## config.mk

```make
export PLATFORM = sky130hd
export DESIGN_NAME = prog_sequencer
export DESIGN_NICKNAME = d
export VERILOG_FILES = /design/src/rtl/prog_sequencer.sv
export SDC_FILE = /design/constraint.sdc
export NUM_CORES = 1
export LEC_CHECK = 0
export BUFFER_PORTS_ARGS = -buffer_cell sky130_fd_sc_hd__buf_4
export CAP_MARGIN = 0
export CORE_MARGIN = 5
export CORE_UTILIZATION = 51
export DETAILED_ROUTE_END_ITERATION = 10
export PLACE_DENSITY_LB_ADDON = 0.3
export SYNTH_ARGS = -nofsm -noshare
export SYNTH_HDL_FRONTEND = slang
export SYNTH_SLANG_ARGS = --single-unit
```

## constraint.sdc

```tcl
create_clock -name clk -period 1.8 [get_ports clk]
set_input_delay 0.09 -clock clk [delete_from_list [all_inputs] [get_ports clk]]
set_output_delay 0.09 -clock clk [all_outputs]
set_load 0.05 [all_outputs]
```

## src/rtl/prog_sequencer.sv

```systemverilog
// Run controller for the core PC: launches a selected program, lets the PC step
// until a halt or watchdog expiry, and keeps a small writable base-address table.
module prog_sequencer #(
  parameter int A       = 10,
  parameter int NPROG   = 4,
  parameter int CW      = 16,
  parameter int TIMEOUT = 1023
) (
  input  logic                     clk,
  input  logic                     Reset,
  input  logic                     Start,
  input  logic [$clog2(NPROG)-1:0] ProgSel,
  input  logic                     Halt,
  input  logic                     CfgWe,
  input  logic [$clog2(NPROG)-1:0] CfgIdx,
  input  logic [A-1:0]             CfgAddr,
  output logic                     PcLoad,
  output logic [A-1:0]             PcLoadAddr,
  output logic                     PcRun,
  output logic                     Busy,
  output logic                     Done,
  output logic                     Timeout,
  output logic [CW-1:0]            CycleCount
);

  // state | meaning
  // IDLE  | waiting for the first launch after reset
  // LOAD  | one cycle, PC loads the selected base address
  // RUN   | PC stepping, cycle counter and watchdog active
  // DONE  | run finished, status held until the next launch
  typedef enum logic [1:0] {IDLE, LOAD, RUN, DONE} state_t;

  localparam int SW   = $clog2(NPROG);
  localparam int STEP = (1 << A) / NPROG;

  state_t          state_q, state_d;
  logic            start_q;
  logic [SW-1:0]   sel_q;
  logic [CW-1:0]   cycle_q;
  logic            timeout_q;
  logic [A-1:0]    base_q [NPROG];

  logic            idle_or_done;
  logic            launch;
  logic            wd_hit;

  assign idle_or_done = (state_q == IDLE) || (state_q == DONE);
  assign launch       = Start && !start_q && idle_or_done;
  assign wd_hit       = (cycle_q == CW'(TIMEOUT - 1));

  always_ff @(posedge clk or negedge Reset) begin
    if (!Reset) begin
      state_q <= IDLE;
    end else begin
      state_q <= state_d;
    end
  end

  always_comb begin
    state_d = state_q;
    case (state_q)
      IDLE:    if (launch) state_d = LOAD;
      LOAD:    state_d = RUN;
      RUN:     if (Halt || wd_hit) state_d = DONE;
      DONE:    if (launch) state_d = LOAD;
      default: state_d = IDLE;
    endcase
  end

  always_comb begin
    PcLoad = 1'b0;
    PcRun  = 1'b0;
    Busy   = 1'b0;
    Done   = 1'b0;
    case (state_q)
      LOAD: begin
        PcLoad = 1'b1;
        Busy   = 1'b1;
      end
      RUN: begin
        PcRun = 1'b1;
        Busy  = 1'b1;
      end
      DONE:    Done = 1'b1;
      default: ;
    endcase
  end

  // start_q resets high so a Start held through reset release is not an edge
  always_ff @(posedge clk or negedge Reset) begin
    if (!Reset) begin
      start_q   <= 1'b1;
      sel_q     <= '0;
      cycle_q   <= '0;
      timeout_q <= 1'b0;
    end else begin
      start_q <= Start;
      if (launch) begin
        sel_q     <= ProgSel;
        cycle_q   <= '0;
        timeout_q <= 1'b0;
      end else if (state_q == RUN) begin
        if (cycle_q != {CW{1'b1}}) cycle_q <= cycle_q + 1'b1;
        if (!Halt && wd_hit) timeout_q <= 1'b1;
      end
    end
  end

  always_ff @(posedge clk or negedge Reset) begin
    if (!Reset) begin
      for (int i = 0; i < NPROG; i++) base_q[i] <= A'(i * STEP);
    end else if (CfgWe && idle_or_done) begin
      base_q[CfgIdx] <= CfgAddr;
    end
  end

  assign PcLoadAddr = base_q[sel_q];
  assign Timeout    = timeout_q;
  assign CycleCount = cycle_q;

endmodule

```

==> reports/qor.tcl <==
set qor(status) {finished with violations}
set qor(violations_in_the_final_reports) {setup timing}
set qor(timing_worst_setup_path_type) {reg2reg}
set qor(floorplan.io_pins) 50
set qor(critical_path.endpoint_type) {flip-flop}
set qor(ys_async_sr_fraction) 1.00
set qor(clock-skew-final_ns) 0.00827
set qor(post-route-drc-count) 0
set qor(detail_route.wl_per_cell_um) 17.5
set qor(post_synth_edffs) 0
set qor(cts.sink_count) 62
set qor(nFillCells) 405
set qor(utilization) 0.702
set qor(std_cell_rows) 28
set qor(reg2reg_slack_ns) -0.02
set qor(cts_root_buf) {clkbuf_8}
set qor(vdd_ir_drop_max_mv) 1.37
set qor(yosys_most_used_dff) {dfrtp_1}
set qor(post_route_cells_drive_above_1_share) 0.554
set qor(antenna_found_initial) 0
set qor(timing.critical_path.required_ns) 2.02
set qor(post-route-worst-setup-slack_ns) -0.0176
set qor(gp_congestion) 0.805
set qor(placedCellCount) 368
set qor(antennaDiodeCount) 0
set qor(hold_class) {in2reg}
set qor(maxSlewHeadroom) 0.656
set qor(grt_start_max_net_pins) 37
set qor(detailed_place_hpwl_um) 4770
set qor(worstPathArrival_ns) 2.04
set qor(syn-mean-instance-area_um2) 13.3
set qor(drt_first_pass_iters) 4
set qor(die_area_mm2) 0.00762
set qor(vias_per_std_cell) 5.65
set qor(drt_iter0_drc) 84
set qor(worst_slew_pin_slew_ns) 0.516
set qor(yosys_register_bits) 62
set qor(synth_cell_types) 46
set qor(slew_violations) 0
set qor(std_cell_core_area_mm2) 0.00585
set qor(number_of_endpoints_with_negative_hold_slack_in_the_final_report) 0
set qor(drv_cap) 0
set qor(global_route.overflow_total) 0
set qor(clk_pin_slew_worst_paths_ns) 0.07
set qor(gr-usage-all-layers) 0.194
set qor(nNetsFinal) 343
set qor(clock_path_buffers) 2
set qor(initial_utilization) 0.521
set qor(worst_skew_pair.late_latency_ns) 0.34
set qor(netlist_instances) 229
set qor(sequential_to_total_area_share_from_yosys_stat) 0.511
set qor(number_of_buffers_created_by_cts) 9
set qor(count_of_input_and_output_buffers) 49
set qor(critical_path_peak_fanout) 4
set qor(die_w_um) 87.3
set qor(final_antenna_net_count) 0
set qor(timing.fmax_mhz) 550
set qor(routed_wl_um) 6960
set qor(ys.warnings.count) 0
set qor(cts_tree) {yes}
set qor(number_of_global_route_vias_before_repair) 2236
set qor(flow.area_growth_from_synthesis_pct) 34.6
set qor(h-tree-depth) 3
set qor(final-setup-viol-count) 2
set qor(post_synth_instance_area_mm2) 0.00305
set qor(worstSetupStartpointType) {flip-flop}
set qor(final.period_utilization) 1.01
set qor(minimum_clock_period_ns) 1.82
set qor(vias_after_detailed_routing) 2247
set qor(setup_repair_after_global_routing_missed_its_margin) {yes}
set qor(synthesis.nets) 254
set qor(grt_pass1_wl_um) 11200
set qor(fin_cells) 398
set qor(die_y_um) 87.3
set qor(cellLeakagePower_nw) 1.81
set qor(cellPowerDensity_mw_per_mm2) 1700
## power by group
part | internal, mW | total, mW | switching (mW) | leakage [nW]
Sequential | 1.96 | 2.29 | 0.327 | 0.736
Combinational | 1.43 | 3.28 | 1.86 | 0.963
Clock | 0.855 | 1.41 | 0.551 | 0.116
## area by class of cell
type | count | area, µm² | share of cell area
Clock buffer | 11 | 151 | 0.0369
Clock inverter | 5 | 81.3 | 0.0198
Inverter | 6 | 22.5 | 0.00549
Multi-Input combinational cell | 152 | 1450 | 0.353
Sequential cell | 62 | 1580 | 0.385
Tap cell | 75 | 93.8 | 0.0229
Timing Repair Buffer | 87 | 728 | 0.177
## path summary, 6_finish.rpt
path	startpoint	endpoint	depth (start not counted)
worst max-delay path	CycleCount[0]	state_q[0]	6
worst min-delay path	CfgAddr[6]	base_q[6]	2
worst max register to register	CycleCount[0]	state_q[0]	6
worst min register to register	base_q[17]	base_q[17]	1
max in group asynchronous	Reset	base_q[28]	3
min in group asynchronous	Reset	base_q[29]	2
## routing by layer
| layer | vias up | wire, µm | global-route usage |
|---|---|---|---|
| met1 | 1118 | 3010 | 0.266 |
| li1 | 1045 | - | - |
| met3 | 11 | 399 | 0.0369 |
| met4 | 0 | 105 | 0.0851 |
| met5 | - | 0 | 0 |
| met2 | 73 | 3440 | 0.301 |
## critical path, stage by stage, from the launching register on
cell and delay, ns:
dfrtp_2 0.43, inv_2 0.07, ha_1 0.13, or4b_4 0.47, nor4_4 0.36, o22ai_2 0.11, mux2i_1 0.13
## logic make-up (layout without fill, tap and decap cells)
logic type	count (synthesis)	in the layout	share of synthesized area
and+or+nand+nor	63	63	0.133
DFF	62	62	0.511
muxes	51	51	0.225
AOI/OAI and AO/OA	27	27	0.0644
buffers and inverters	15	109	0.0275
adders and majority gates	6	6	0.0246
xor gates and xnor gates	5	5	0.0144
## registers in the layout, indices dropped and copies added (netlist names)
signal      flops
Timeout         1
CycleCount     16
start_q         1
base_q         40
state_q         2
sel_q           2
## synth_stat cells, types with 2 or more instances
| cell | count | area [µm²] |
|---|---|---|
| mux4_2 | 10 | 225 |
| nand3_1 | 6 | 30.0 |
| ha_1 | 6 | 75.1 |
| nor4_4 | 2 | 42.5 |
| nor4_1 | 2 | 12.5 |
| clkbuf_1 | 4 | 15.0 |
| o21a_1 | 2 | 15.0 |
| a21oi_1 | 8 | 40.0 |
| o21ai_0 | 3 | 15.0 |
| or4_1 | 4 | 30.0 |
| o41ai_1 | 2 | 17.5 |
| nor2_1 | 9 | 33.8 |
| o31ai_1 | 5 | 37.5 |
| inv_1 | 6 | 22.5 |
| dfstp_2 | 5 | 131 |
| buf_6 | 3 | 33.8 |
| mux2_2 | 40 | 450 |
| nand4_1 | 9 | 56.3 |
| or3_1 | 2 | 12.5 |
| nor3_1 | 2 | 10.0 |
| and3_1 | 2 | 12.5 |
| xor2_1 | 3 | 26.3 |
| nand2_1 | 14 | 52.6 |
| xnor2_1 | 2 | 17.5 |
| dfrtp_1 | 57 | 1430 |
## cell usage in the layout (no fill, tap or decap), types with 2 or more instances in the layout
master         instances
nor4_4                 2
ha_1                   5
nand3_1                4
dlygate4sd3_1         12
o21a_1                 2
mux4_2                10
mux2_2                40
nand4_1                9
buf_12                 3
o31ai_1                5
inv_1                  4
xnor2_1                2
o41ai_1                2
nor3_1                 2
dfstp_2                5
a21oi_1                8
clkbuf_8              11
nor2_1                 9
inv_2                  2
dfrtp_2               17
xor2_1                 3
nor4_1                 2
or4_1                  4
buf_4                 71
nand2_1               14
bufinv_16              2
or3_1                  2
o21ai_0                2
dfrtp_1               40
## timing repair
item                       4_1_cts  5_1_grt
gates resized for setup          1        8
hold endpoints to repair        54        0
pin swaps                        1        1
setup endpoints to repair        4        9
hold buffers                    12        0
buffers inserted                 0        2
## per-stage QoR
stage               cell area (µm²)  total power [mW]  setup TNS, ns  hold slack [ns]  worst slack (ns)
finish                         4110              6.98        -0.0270           0.0205           -0.0176
global placement               3700              5.44              0           0.0810            0.0167
CTS                            4060              6.98              0         0.000895           0.00808
detailed placement             3700              5.53        -0.0441           0.0838           -0.0333
global route                   4110              7.29         -0.150           0.0158           -0.0683
floorplan                      3090              4.61         -0.294           -0.206           -0.0831
No activity file was read; power rests on OpenSTA's default activity.
